==> config.mk <==
export PLATFORM = sky130hd
export DESIGN_NAME = spi_slave
export DESIGN_NICKNAME = d
export VERILOG_FILES = /design/src/rtl/spi_pkg.sv /design/src/rtl/spi_slave.sv
export SDC_FILE = /design/constraint.sdc
export NUM_CORES = 1
export LEC_CHECK = 0
export CELL_PAD_IN_SITES_DETAIL_PLACEMENT = 1
export CELL_PAD_IN_SITES_GLOBAL_PLACEMENT = 1
export CORE_MARGIN = 2
export CORE_UTILIZATION = 47
export CTS_CLUSTER_DIAMETER = 60
export DETAILED_ROUTE_END_ITERATION = 10
export PLACE_DENSITY = 0.86
export SYNTH_ARGS = -nofsm -noshare
export SYNTH_HDL_FRONTEND = slang
export SYNTH_SLANG_ARGS = --single-unit
==> constraint.sdc <==
create_clock -name clk -period 4.45 [get_ports clk]
set_input_delay 0.89 -clock clk [delete_from_list [all_inputs] [get_ports clk]]
set_output_delay 0.89 -clock clk [all_outputs]
set_load 0.01 [all_outputs]
==> src/rtl/spi_pkg.sv <==
// spi_pkg -- shared definitions for the SPI-to-RAM serial front end.
//   spi_state_e     : frame FSM state encoding
//   OP_*            : opcode values carried in command word bits [DATA_W+1:DATA_W]
//   DEFAULT_DATA_W  : default RAM data/address width
package spi_pkg;

  localparam int DEFAULT_DATA_W = 8;

  localparam logic [1:0] OP_WR_ADDR = 2'b00;
  localparam logic [1:0] OP_WR_DATA = 2'b01;
  localparam logic [1:0] OP_RD_ADDR = 2'b10;
  localparam logic [1:0] OP_RD_DATA = 2'b11;

  typedef enum logic [2:0] {
    IDLE,
    CHK_CMD,
    WRITE,
    READ_ADD,
    READ_DATA
  } spi_state_e;

endpackage

==> src/rtl/spi_slave.sv <==
// spi_slave -- deserialises MOSI frames into DATA_W+2 bit command words and
// serialises the RAM read response back out on MISO. SCK is the system clock.
//   clk       : system / SPI clock, rising edge
//   rst_n     : asynchronous active-low reset
//   SS_n      : slave select, active-low; high on any edge aborts the frame
//   MOSI      : serial command input, MSB first
//   MISO      : registered serial read-data output, MSB first
//   rx_data   : assembled command word {opcode[1:0], payload[DATA_W-1:0]}
//   rx_valid  : one-cycle strobe qualifying rx_data
//   tx_data   : read byte returned by the RAM
//   tx_valid  : RAM response strobe (may stay high afterwards)
module spi_slave
  import spi_pkg::*;
#(
  parameter int DATA_W = DEFAULT_DATA_W
) (
  input  logic              clk,
  input  logic              rst_n,
  input  logic              SS_n,
  input  logic              MOSI,
  output logic              MISO,
  output logic [DATA_W+1:0] rx_data,
  output logic              rx_valid,
  input  logic [DATA_W-1:0] tx_data,
  input  logic              tx_valid
);

  localparam int WORD_W   = DATA_W + 2;
  localparam int CNT_W    = $clog2(WORD_W);
  localparam int TX_CNT_W = $clog2(DATA_W + 1);

  spi_state_e state_reg, state_next;

  logic [CNT_W-1:0]    bit_cnt_reg;
  logic                rx_done_reg;
  logic [WORD_W-1:0]   rx_shift_reg;
  logic [WORD_W-1:0]   rx_data_reg;
  logic                rx_valid_reg;
  logic [DATA_W-1:0]   tx_shift_reg;
  logic [TX_CNT_W-1:0] tx_cnt_reg;
  logic                wait_tx_reg;
  logic                rd_addr_flag_reg;
  logic                miso_reg;
  logic                in_frame;
  logic                last_bit;

  assign MISO     = miso_reg;
  assign rx_data  = rx_data_reg;
  assign rx_valid = rx_valid_reg;

  // Payload states share the same shifting behaviour.
  assign in_frame = (state_reg == WRITE) || (state_reg == READ_ADD) ||
                    (state_reg == READ_DATA);
  assign last_bit = (bit_cnt_reg == CNT_W'(WORD_W - 1));

  always_ff @(posedge clk or negedge rst_n) begin
    if (!rst_n) begin
      state_reg <= IDLE;
    end else begin
      state_reg <= state_next;
    end
  end

  always_comb begin
    state_next = state_reg;
    case (state_reg)
      IDLE: begin
        if (!SS_n) state_next = CHK_CMD;
      end
      CHK_CMD: begin
        if (SS_n)                  state_next = IDLE;
        else if (!MOSI)            state_next = WRITE;
        else if (rd_addr_flag_reg) state_next = READ_DATA;
        else                       state_next = READ_ADD;
      end
      default: begin
        if (SS_n) state_next = IDLE;
      end
    endcase
  end

  always_ff @(posedge clk or negedge rst_n) begin
    if (!rst_n) begin
      bit_cnt_reg      <= '0;
      rx_done_reg      <= 1'b0;
      rx_shift_reg     <= '0;
      rx_data_reg      <= '0;
      rx_valid_reg     <= 1'b0;
      tx_shift_reg     <= '0;
      tx_cnt_reg       <= '0;
      wait_tx_reg      <= 1'b0;
      rd_addr_flag_reg <= 1'b0;
      miso_reg         <= 1'b0;
    end else begin
      rx_valid_reg <= 1'b0;
      if (SS_n && state_reg != IDLE) begin
        // Abort: drop the partial frame entirely; rx_data keeps its last word.
        bit_cnt_reg  <= '0;
        rx_done_reg  <= 1'b0;
        rx_shift_reg <= '0;
        tx_shift_reg <= '0;
        tx_cnt_reg   <= '0;
        wait_tx_reg  <= 1'b0;
        miso_reg     <= 1'b0;
      end else if (state_reg == CHK_CMD) begin
        rx_shift_reg <= {{(WORD_W-1){1'b0}}, MOSI};
        bit_cnt_reg  <= CNT_W'(1);
      end else if (in_frame) begin
        if (!rx_done_reg) begin
          rx_shift_reg <= {rx_shift_reg[WORD_W-2:0], MOSI};
          if (last_bit) begin
            // Counter parks on the last index; rx_done blocks further shifting.
            rx_done_reg  <= 1'b1;
            rx_data_reg  <= {rx_shift_reg[WORD_W-2:0], MOSI};
            rx_valid_reg <= 1'b1;
            if (state_reg == READ_ADD)  rd_addr_flag_reg <= 1'b1;
            if (state_reg == READ_DATA) begin
              rd_addr_flag_reg <= 1'b0;
              wait_tx_reg      <= 1'b1;
            end
          end else begin
            bit_cnt_reg <= bit_cnt_reg + CNT_W'(1);
          end
        end

        // Read response: capture once, MSB goes out immediately, the rest follow.
        if (wait_tx_reg && tx_valid) begin
          wait_tx_reg  <= 1'b0;
          miso_reg     <= tx_data[DATA_W-1];
          tx_shift_reg <= tx_data << 1;
          tx_cnt_reg   <= TX_CNT_W'(DATA_W - 1);
        end else if (tx_cnt_reg != '0) begin
          miso_reg     <= tx_shift_reg[DATA_W-1];
          tx_shift_reg <= tx_shift_reg << 1;
          tx_cnt_reg   <= tx_cnt_reg - TX_CNT_W'(1);
        end else begin
          miso_reg <= 1'b0;
        end
      end
    end
  end

endmodule
# == Word-level counts from Yosys, hierarchy flattened ==
# Index checks and enable logic that the tools add are counted.
# classes
addsub,2
eq_ne,10
n_mux,48
bitwise,3
reduce_logical,22
# op_table
operator,n
$mux 4,10
$mux 8,5
$mux 9,4
$mux 1,23
$reduce_bool 3->1,6
$mux 3,5
$reduce_and 5->1,2
$ne 3x1->1 const B,3
$eq 3x2->1 const B,2
$pmux 3 s2,1
$reduce_and 2->1,3
$reduce_and 3->1,2
$reduce_and 6->1,1
$add 4x1->4 const B,1
$eq 4x4->1 const B,1
$ne 2x2->1 const B,2
$reduce_bool 2->1,2
$reduce_bool 4->1,1
$sub 4x1->4 const B,1
$eq 3x1->1 const B,1
$eq 3x3->1 const B,1
$logic_not 3->1,1
$not 1->1,3
$logic_and 1x1->1,2
$logic_or 1x1->1,2
# totals
register_bits,43
in_bits,13

# == Logic depth before layout (Yosys ltp) ==
# Gate-level depths: netlist of run 1.
# depth
ltp_word,8
ltp_mapped,8

# == Worst setup path before layout of run 1 ==
# OpenSTA, ideal clock, no wires.
# synth_timing
path_kind,input -> register
start,in SS_n
end,reg bit_cnt_reg[2]
setup_ns,0.095
arrival_ns,1.865
required_time_ns,4.355
setup_slack_ns,2.490
stages,4
cell_sequence,clkbuf_1 -> mux2_4 -> or3_1 -> o31ai_1
# synth_between
elab_chain_len,3
# synth_lines
item,line,text
from (decl),spi_slave.sv:19,"input logic SS_n,"
$logic_and 1x1->1 *,spi_slave.sv:96,if (SS_n && state_reg != IDLE) begin
$ne 3x1->1 (no source line) / $reduce_bool 3->1 (equally long branches),-,
$reduce_and 3->1 (no source line),-,
to (signal assigned),spi_slave.sv:122,bit_cnt_reg <= bit_cnt_reg + CNT_W'(1);
to (decl),spi_slave.sv:34,logic [CNT_W-1:0] bit_cnt_reg;
# Every way passes the cells marked *; elsewhere a longest branch is shown, timed or not.
# A chain may end at the register's enable or synchronous reset.

# == Worst setup path after layout of run 1 ==
# layout_timing
start,in SS_n
end,reg tx_shift_reg[4]
# layout_between
elab_chain_len,3
# layout_lines
item,line,text
$logic_and 1x1->1 *,spi_slave.sv:96,
"$ne 2x2->1 (no source line), or another cell as far along",-,
$reduce_and 3->1 (no source line),-,
to (signal assigned),spi_slave.sv:130,tx_shift_reg <= tx_data << 1;
to (signal assigned),spi_slave.sv:134,tx_shift_reg <= tx_shift_reg << 1;
to (decl),spi_slave.sv:39,logic [DATA_W-1:0] tx_shift_reg;
# Marks and branches as above.

==> results of run 1 <==
critical path, stage by stage:
cell	delay, ns
sky130_fd_sc_hd__clkdlybuf4s50_1	0.65
sky130_fd_sc_hd__mux2_2	0.41
sky130_fd_sc_hd__o21ai_2	0.35
sky130_fd_sc_hd__o21bai_2	0.28
sky130_fd_sc_hd__o2bb2ai_1	0.16
cell type report:
cell class,instances,area [µm²],area share (%)
clock buffer,5,68.82,2.865
sequential,42,1051,43.75
timing repair buffer,24,235.2,9.792
clock inverter,3,68.82,2.865
multi-input combinational,114,882.1,36.72
tap,50,62.56,2.604
inverter,9,33.78,1.406
per-stage QoR:
stage | utilization, % | hold slack (ns) | instances | setup WS [ns] | total power, µW
floorplan | - | 0.4482 | 173 | 2.490 | 665.0
global placement | 55.42 | 0.4712 | 239 | 1.720 | 724.4
detailed placement | 55.42 | 0.4846 | 239 | 1.631 | 750.1
CTS | 58.79 | 0.5039 | 247 | 1.905 | 1114
global route | 58.79 | 0.5307 | 247 | 1.791 | 1166
finish | 58.79 | 0.4950 | 247 | 1.920 | 1105
metal layers:
metal	share of wire [%]	track usage (%)	vias up
met5	0	0	-
li1	-	-	680
met4	1.2	8.120	0
met2	51	35.90	34
met1	45	26.52	754
met3	3.6	4.360	7
Yosys cell counts, drive strengths merged:
| cell | instances | share of area [%] |
|---|---|---|
| a2111oi | 1 | 0.49 |
| a211o | 2 | 0.86 |
| a21oi | 9 | 2.2 |
| a22o | 8 | 3.5 |
| a31oi | 1 | 0.31 |
| a41oi | 1 | 0.43 |
| and2 | 2 | 0.74 |
| and3 | 3 | 0.92 |
| and3b | 1 | 0.43 |
| buf | 6 | 2.7 |
| clkbuf | 2 | 0.37 |
| dfrtp | 42 | 52 |
| ha | 3 | 1.8 |
| inv | 9 | 1.7 |
| mux2 | 12 | 6.8 |
| mux2i | 7 | 3.5 |
| nand2 | 8 | 1.5 |
| nand2b | 3 | 0.92 |
| nand3 | 2 | 0.49 |
| nand3b | 1 | 0.37 |
| nor2 | 8 | 1.6 |
| nor2b | 1 | 0.31 |
| nor3 | 3 | 0.99 |
| nor3b | 2 | 0.99 |
| nor4 | 1 | 0.31 |
| o211ai | 3 | 1.1 |
| o21a | 1 | 0.37 |
| o21ai | 7 | 1.9 |
| o21bai | 1 | 0.55 |
| o22a | 3 | 1.4 |
| o22ai | 1 | 0.31 |
| o2bb2ai | 7 | 3.0 |
| o31a | 1 | 0.43 |
| o31ai | 4 | 1.7 |
| o41ai | 1 | 0.80 |
| or2 | 2 | 0.62 |
| or3 | 1 | 0.31 |
| or3b | 2 | 0.99 |
| or4b | 1 | 0.49 |
worst min path at each step:
stage	from	slack, ns	endpoint	depth (start not counted)
2_1_floorplan	tx_shift_reg[4]	0.45	tx_shift_reg[4]	1
3_3_place_gp	tx_shift_reg[3]	0.47	tx_shift_reg[3]	1
3_5_place_dp	rx_data[6]	0.48	rx_data[6]	1
4_1_cts	rx_data[6]	0.50	rx_data[6]	1
5_1_grt	wait_tx_reg	0.53	wait_tx_reg	1
6_report	rx_data[6]	0.50	rx_data[6]	1
where the power goes:
part	switching, µW	internal, µW	leakage (µW)	total [µW]
sequential	54.0	428	0.000570	482
combinational	138	125	0.000435	263
clock	135	225	0.0000683	360
cell families (layout without fill, tap and decap cells):
logic type                 after synthesis  count (layout)
AOI/OAI and AO/OA                       51              51
buffers and inverters                   17              41
and+or+nand+nor                         41              41
DFF                                     42              42
adders and majority gates                3               3
muxes                                   19              19
==> impl_metrics.json, run 1 <==
{
  "status": "finished, final reports clean",
  "n_fill_cell": 424,
  "worst_setup_path_end_kind": "flip-flop",
  "final_max_slew_viol_count": 0,
  "avg_cell_area_syn_um2": 11.73,
  "worst_setup_path_start_kind": "input port",
  "layout-drive-gt1-share_pct": 11.17,
  "placement_rows": 23,
  "num_antenna_cells": 0,
  "dieWidth_um": 69.71,
  "grt_max_degree": 43,
  "gp_congestion": 0.7762,
  "period_share_pct": 56.86,
  "detail_route.vias_per_cell": 5.972,
  "worst-endpoint-arrival_ns": 2.75,
  "timing_worst_slew_pin_value_ns": 0.9173,
  "postPlaceCellArea_um2": 2265,
  "route.antenna.remaining_nets": 0,
  "final_setup_violation_count": 0,
  "final-hold-violation-count": 0,
  "final_cell_mix": "sky130_fd_sc_hd__dfrtp_1, sky130_fd_sc_hd__clkdlybuf4s50_1, sky130_fd_sc_hd__mux2_1",
  "tritoncts": "yes",
  "synth-compound-area-share_pct": 19.36,
  "clock-skew-final_ns": 0.006604,
  "timing.setup.critical_path_class": "in2reg",
  "routed-via-count": 1475,
  "power.leakage_uw": 0.001074,
  "fin_tns_setup_ns": 0,
  "cts.sinks": 42,
  "synth_top_family_by_area": "compound AO/OA/AOI/OAI gates",
  "max_clock_freq_mhz": 395.2,
  "synth-adder-area-share_pct": 1.850,
  "reg2reg_end": "rx_data[4]",
  "max_slew_margin_pct": 38.84,
  "worst-r2r-setup-slack_ns": 2.25,
  "tritoncts.num_buffers": 5,
  "yosys.cell_types.count": 52,
  "synthCells": 173,
  "grt_overflow_total": 0,
  "cts_resized": 0,
  "critical_path.endpoint": "tx_shift_reg[4]",
  "cts_root_buf": "sky130_fd_sc_hd__clkbuf_8",
  "h-tree-depth": 2,
  "clock_tree.buffer_depth": 2,
  "period_needed_ns": 2.530,
  "startpoint": "SS_n",
  "synth_xor_xnor_area_share_pct": 0,
  "crit_path_max_fanout": 14,
  "ios": 25,
  "crit-reg2reg-launch": "bit_cnt_reg[0]",
  "post-dp-hpwl_um": 3243,
  "power_density_nw_per_um2": 460.1,
  "post_synth_mux_area_share_pct": 10.30,
  "share_of_synthesized_cell_area_in_and_or_nand_and_nor_gates_pct": 11.96,
  "synth_area_um2": 2029,
  "syn2layout_area_growth_pct": 18.37,
  "drc": 0,
  "synth_sequential_area_ratio_pct": 51.79,
  "dieHeight_um": 69.71,
  "vias_in_the_first_global_route": 1626,
  "path_clk_slew_ns": 0.08,
  "largest_reg_flops": 10,
  "initial_utilization_pct": 49.66,
  "coreArea_um2": 4086,
  "clkLatencyLatePin_ns": 0.30,
  "dr.first_iter.drc_count": 78,
  "rsz0062_at_grt": "no",
  "gr-usage-all-layers_pct": 21.14,
  "layout_commonest_cell": "sky130_fd_sc_hd__dfrtp_1",
  "firstDrtPassIters": 6,
  "holdCritPathClass": "reg2reg",
  "grt_pass1_wl_um": 8066,
  "post_cts_hold_buffer_count": 0,
  "ys_ff_latch": 42,
  "wire_per_inst_um": 18.79,
  "total_nets_final": 212,
  "worst-endpoint-required_ns": 4.67,
  "max_cap_violations": 0,
  "port-buffer-count": 24,
  "post-cts-setup-buffers": 0,
  "yosys_warnings": 0,
  "postRouteWirelength_um": 4641,
  "timing.reg2reg.worst_path_depth": 5,
  "die_area_um2": 4859,
  "design_area_um2": 2402,
  "syn-num-nets": 189,
  "antenna_found_initial": 0,
  "max-vdd-ir-drop_v": 0.0001798
}
(Power assumes the default switching activity.)
==> inputs of run 2 (changes only) <==
Settings changed: CORE_UTILIZATION 47 to 44, PLACE_DENSITY 0.86 to 0.82.
Clock period 4.45 ns to 2.6 ns, I/O delays scaled along.
==> impl_metrics.json, run 2 (synthesized netlist as in run 1, its figures left out) <==
{
  "status": "finished, final reports clean",
  "power_density_nw_per_um2": 749.0,
  "wire_per_inst_um": 17.02,
  "syn2layout_area_growth_pct": 17.88,
  "period_needed_ns": 2.023,
  "final.setup.worst_slack_ns": 0.5773,
  "routed-via-count": 1474,
  "path_clk_slew_ns": 0.08,
  "grt_pass1_wl_um": 7155,
  "wl_met3_um": 177,
  "cts_resized": 0,
  "rsz0062_at_grt": "no",
  "final-hold-violation-count": 0,
  "multi_input_area_um2": 882.1,
  "max_cap_violations": 0,
  "worst_setup_path_start_kind": "input port",
  "clock_tree.buffer_depth": 2,
  "total_switching_power_uw": 549.5,
  "cts.sinks": 42,
  "total_nets_final": 214,
  "coreArea_um2": 4384,
  "crit_path_max_fanout": 9,
  "final_max_slew_viol_count": 0,
  "grt_overflow_total": 0,
  "wirelength_met1_um": 2075,
  "gr-usage-all-layers_pct": 17.67,
  "p_clk_share_pct": 28.6,
  "ios": 25,
  "h-tree-depth": 2,
  "die_area_um2": 5172,
  "drc": 0,
  "timing.setup.critical_path_class": "in2reg",
  "tritoncts": "yes",
  "worst-endpoint-arrival_ns": 2.24,
  "cts_root_buf": "sky130_fd_sc_hd__clkbuf_8",
  "timing_worst_slew_pin_value_ns": 0.9255,
  "max_clock_freq_mhz": 494.4,
  "layout_commonest_cell": "sky130_fd_sc_hd__dfrtp_1",
  "period_share_pct": 77.80,
  "fin_tns_setup_ns": 0,
  "grt_max_degree": 43,
  "placement_setup_slack_ns": 0.2826,
  "initial_utilization_pct": 46.29,
  "max_slew_margin_pct": 38.30,
  "p_comb_share_pct": 25.6,
  "layout-drive-gt1-share_pct": 11.56,
  "port-buffer-count": 24,
  "largest_reg_flops": 10,
  "clock-skew-final_ns": 0.004632,
  "met2RoutedLength_um": 1972,
  "dieWidth_um": 71.92,
  "gp_congestion": 0.8119,
  "power.leakage_uw": 0.001067,
  "antenna_found_initial": 0,
  "worst-endpoint-required_ns": 2.82,
  "placement_rows": 24,
  "holdCritPathClass": "in2async",
  "seq_area_um2": 1051,
  "power.share.sequential_pct": 45.9,
  "route.antenna.remaining_nets": 0,
  "n_fill_cell": 476,
  "clkLatencyLatePin_ns": 0.29,
  "post_cts_hold_buffer_count": 0,
  "vias_in_the_first_global_route": 1502,
  "firstDrtPassIters": 4,
  "post-cts-setup-buffers": 0,
  "num_antenna_cells": 0,
  "max-vdd-ir-drop_v": 0.0002861,
  "worst_setup_path_end_kind": "flip-flop",
  "final_setup_violation_count": 0,
  "intPower_uw": 1242,
  "detail_route.vias_per_cell": 5.873,
  "tritoncts.num_buffers": 5,
  "dieHeight_um": 71.92,
  "final_cell_mix": "sky130_fd_sc_hd__dfrtp_1, sky130_fd_sc_hd__clkdlybuf4s50_1, sky130_fd_sc_hd__mux2_1",
  "switching_share_pct": 30.67,
  "route.top_layer_used": "met4",
  "dr.first_iter.drc_count": 88,
  "postRouteWirelength_um": 4273,
  "post-dp-hpwl_um": 2983
}
run 2: changes by cell type in the layout (fill, tap and decap cells not counted), sizes merged:
cell / previous run / this run
buf: 1 / 3
bufinv: 2 / 1
clkbuf: 5 / 6
clkinv: 1 / 0
clkinvlp: 0 / 1
run 2: through the flow:
stage | utilization [%] | cells | total power [µW] | hold slack, ns | instance area (µm²)
final | 54.57 | 251 | 1792 | 0.3577 | 2392
after detailed placement | 52.05 | 243 | 1294 | 0.4658 | 2282
after CTS | 54.57 | 251 | 1812 | 0.3951 | 2392
after floorplan | - | 173 | 1138 | 0.2244 | 2029
after global placement | 52.05 | 243 | 1250 | 0.4703 | 2282
after global routing | 54.57 | 251 | 1897 | 0.4151 | 2392
run 2: metal layers:
metal / GRT usage, % / vias to the layer above
li1: - / 689
met1: 25.55 / 748
met2: 26.65 / 31
met3: 4.306 / 6
met4: 5.031 / 0
met5: 0 / -
run 2: path summary, 6_finish.rpt:
path                                  from               to  cells after the start  slack, ns
max                                   SS_n  tx_shift_reg[5]                      5       0.58
min                                  rst_n       rx_data[5]                      1       0.36
max reg2reg                 bit_cnt_reg[0]       rx_data[3]                      5       0.63
min reg2reg                tx_shift_reg[1]  tx_shift_reg[1]                      1       0.49
max in group asynchronous            rst_n       rx_data[4]                      1       1.66
min in group clk           tx_shift_reg[1]  tx_shift_reg[1]                      1       0.49
run 2: worst max-delay path, stage by stage:
cell	delay, ns
sky130_fd_sc_hd__clkdlybuf4s50_1	0.57
sky130_fd_sc_hd__mux2_2	0.37
sky130_fd_sc_hd__o21ai_2	0.34
sky130_fd_sc_hd__o21bai_2	0.28
sky130_fd_sc_hd__o2bb2ai_1	0.16
run 2: final cells by class:
class,instances,area share [%]
Clock buffer,6,3.033
Clock inverter,2,1.569
Inverter,9,1.412
Multi-Input combinational cell,114,36.87
Sequential cell,42,43.93
Tap cell,52,2.720
Timing Repair Buffer,26,10.46
run 2: power by group through the flow:
| stage | logic, µW | registers (µW) | clock network, µW |
|---|---|---|---|
| floorplan | 324 | 815 | 0 |
| global placement | 425 | 825 | 0 |
| detailed placement | 461 | 833 | 0 |
| CTS | 464 | 821 | 528 |
| global route | 509 | 836 | 552 |
| finish | 458 | 822 | 512 |
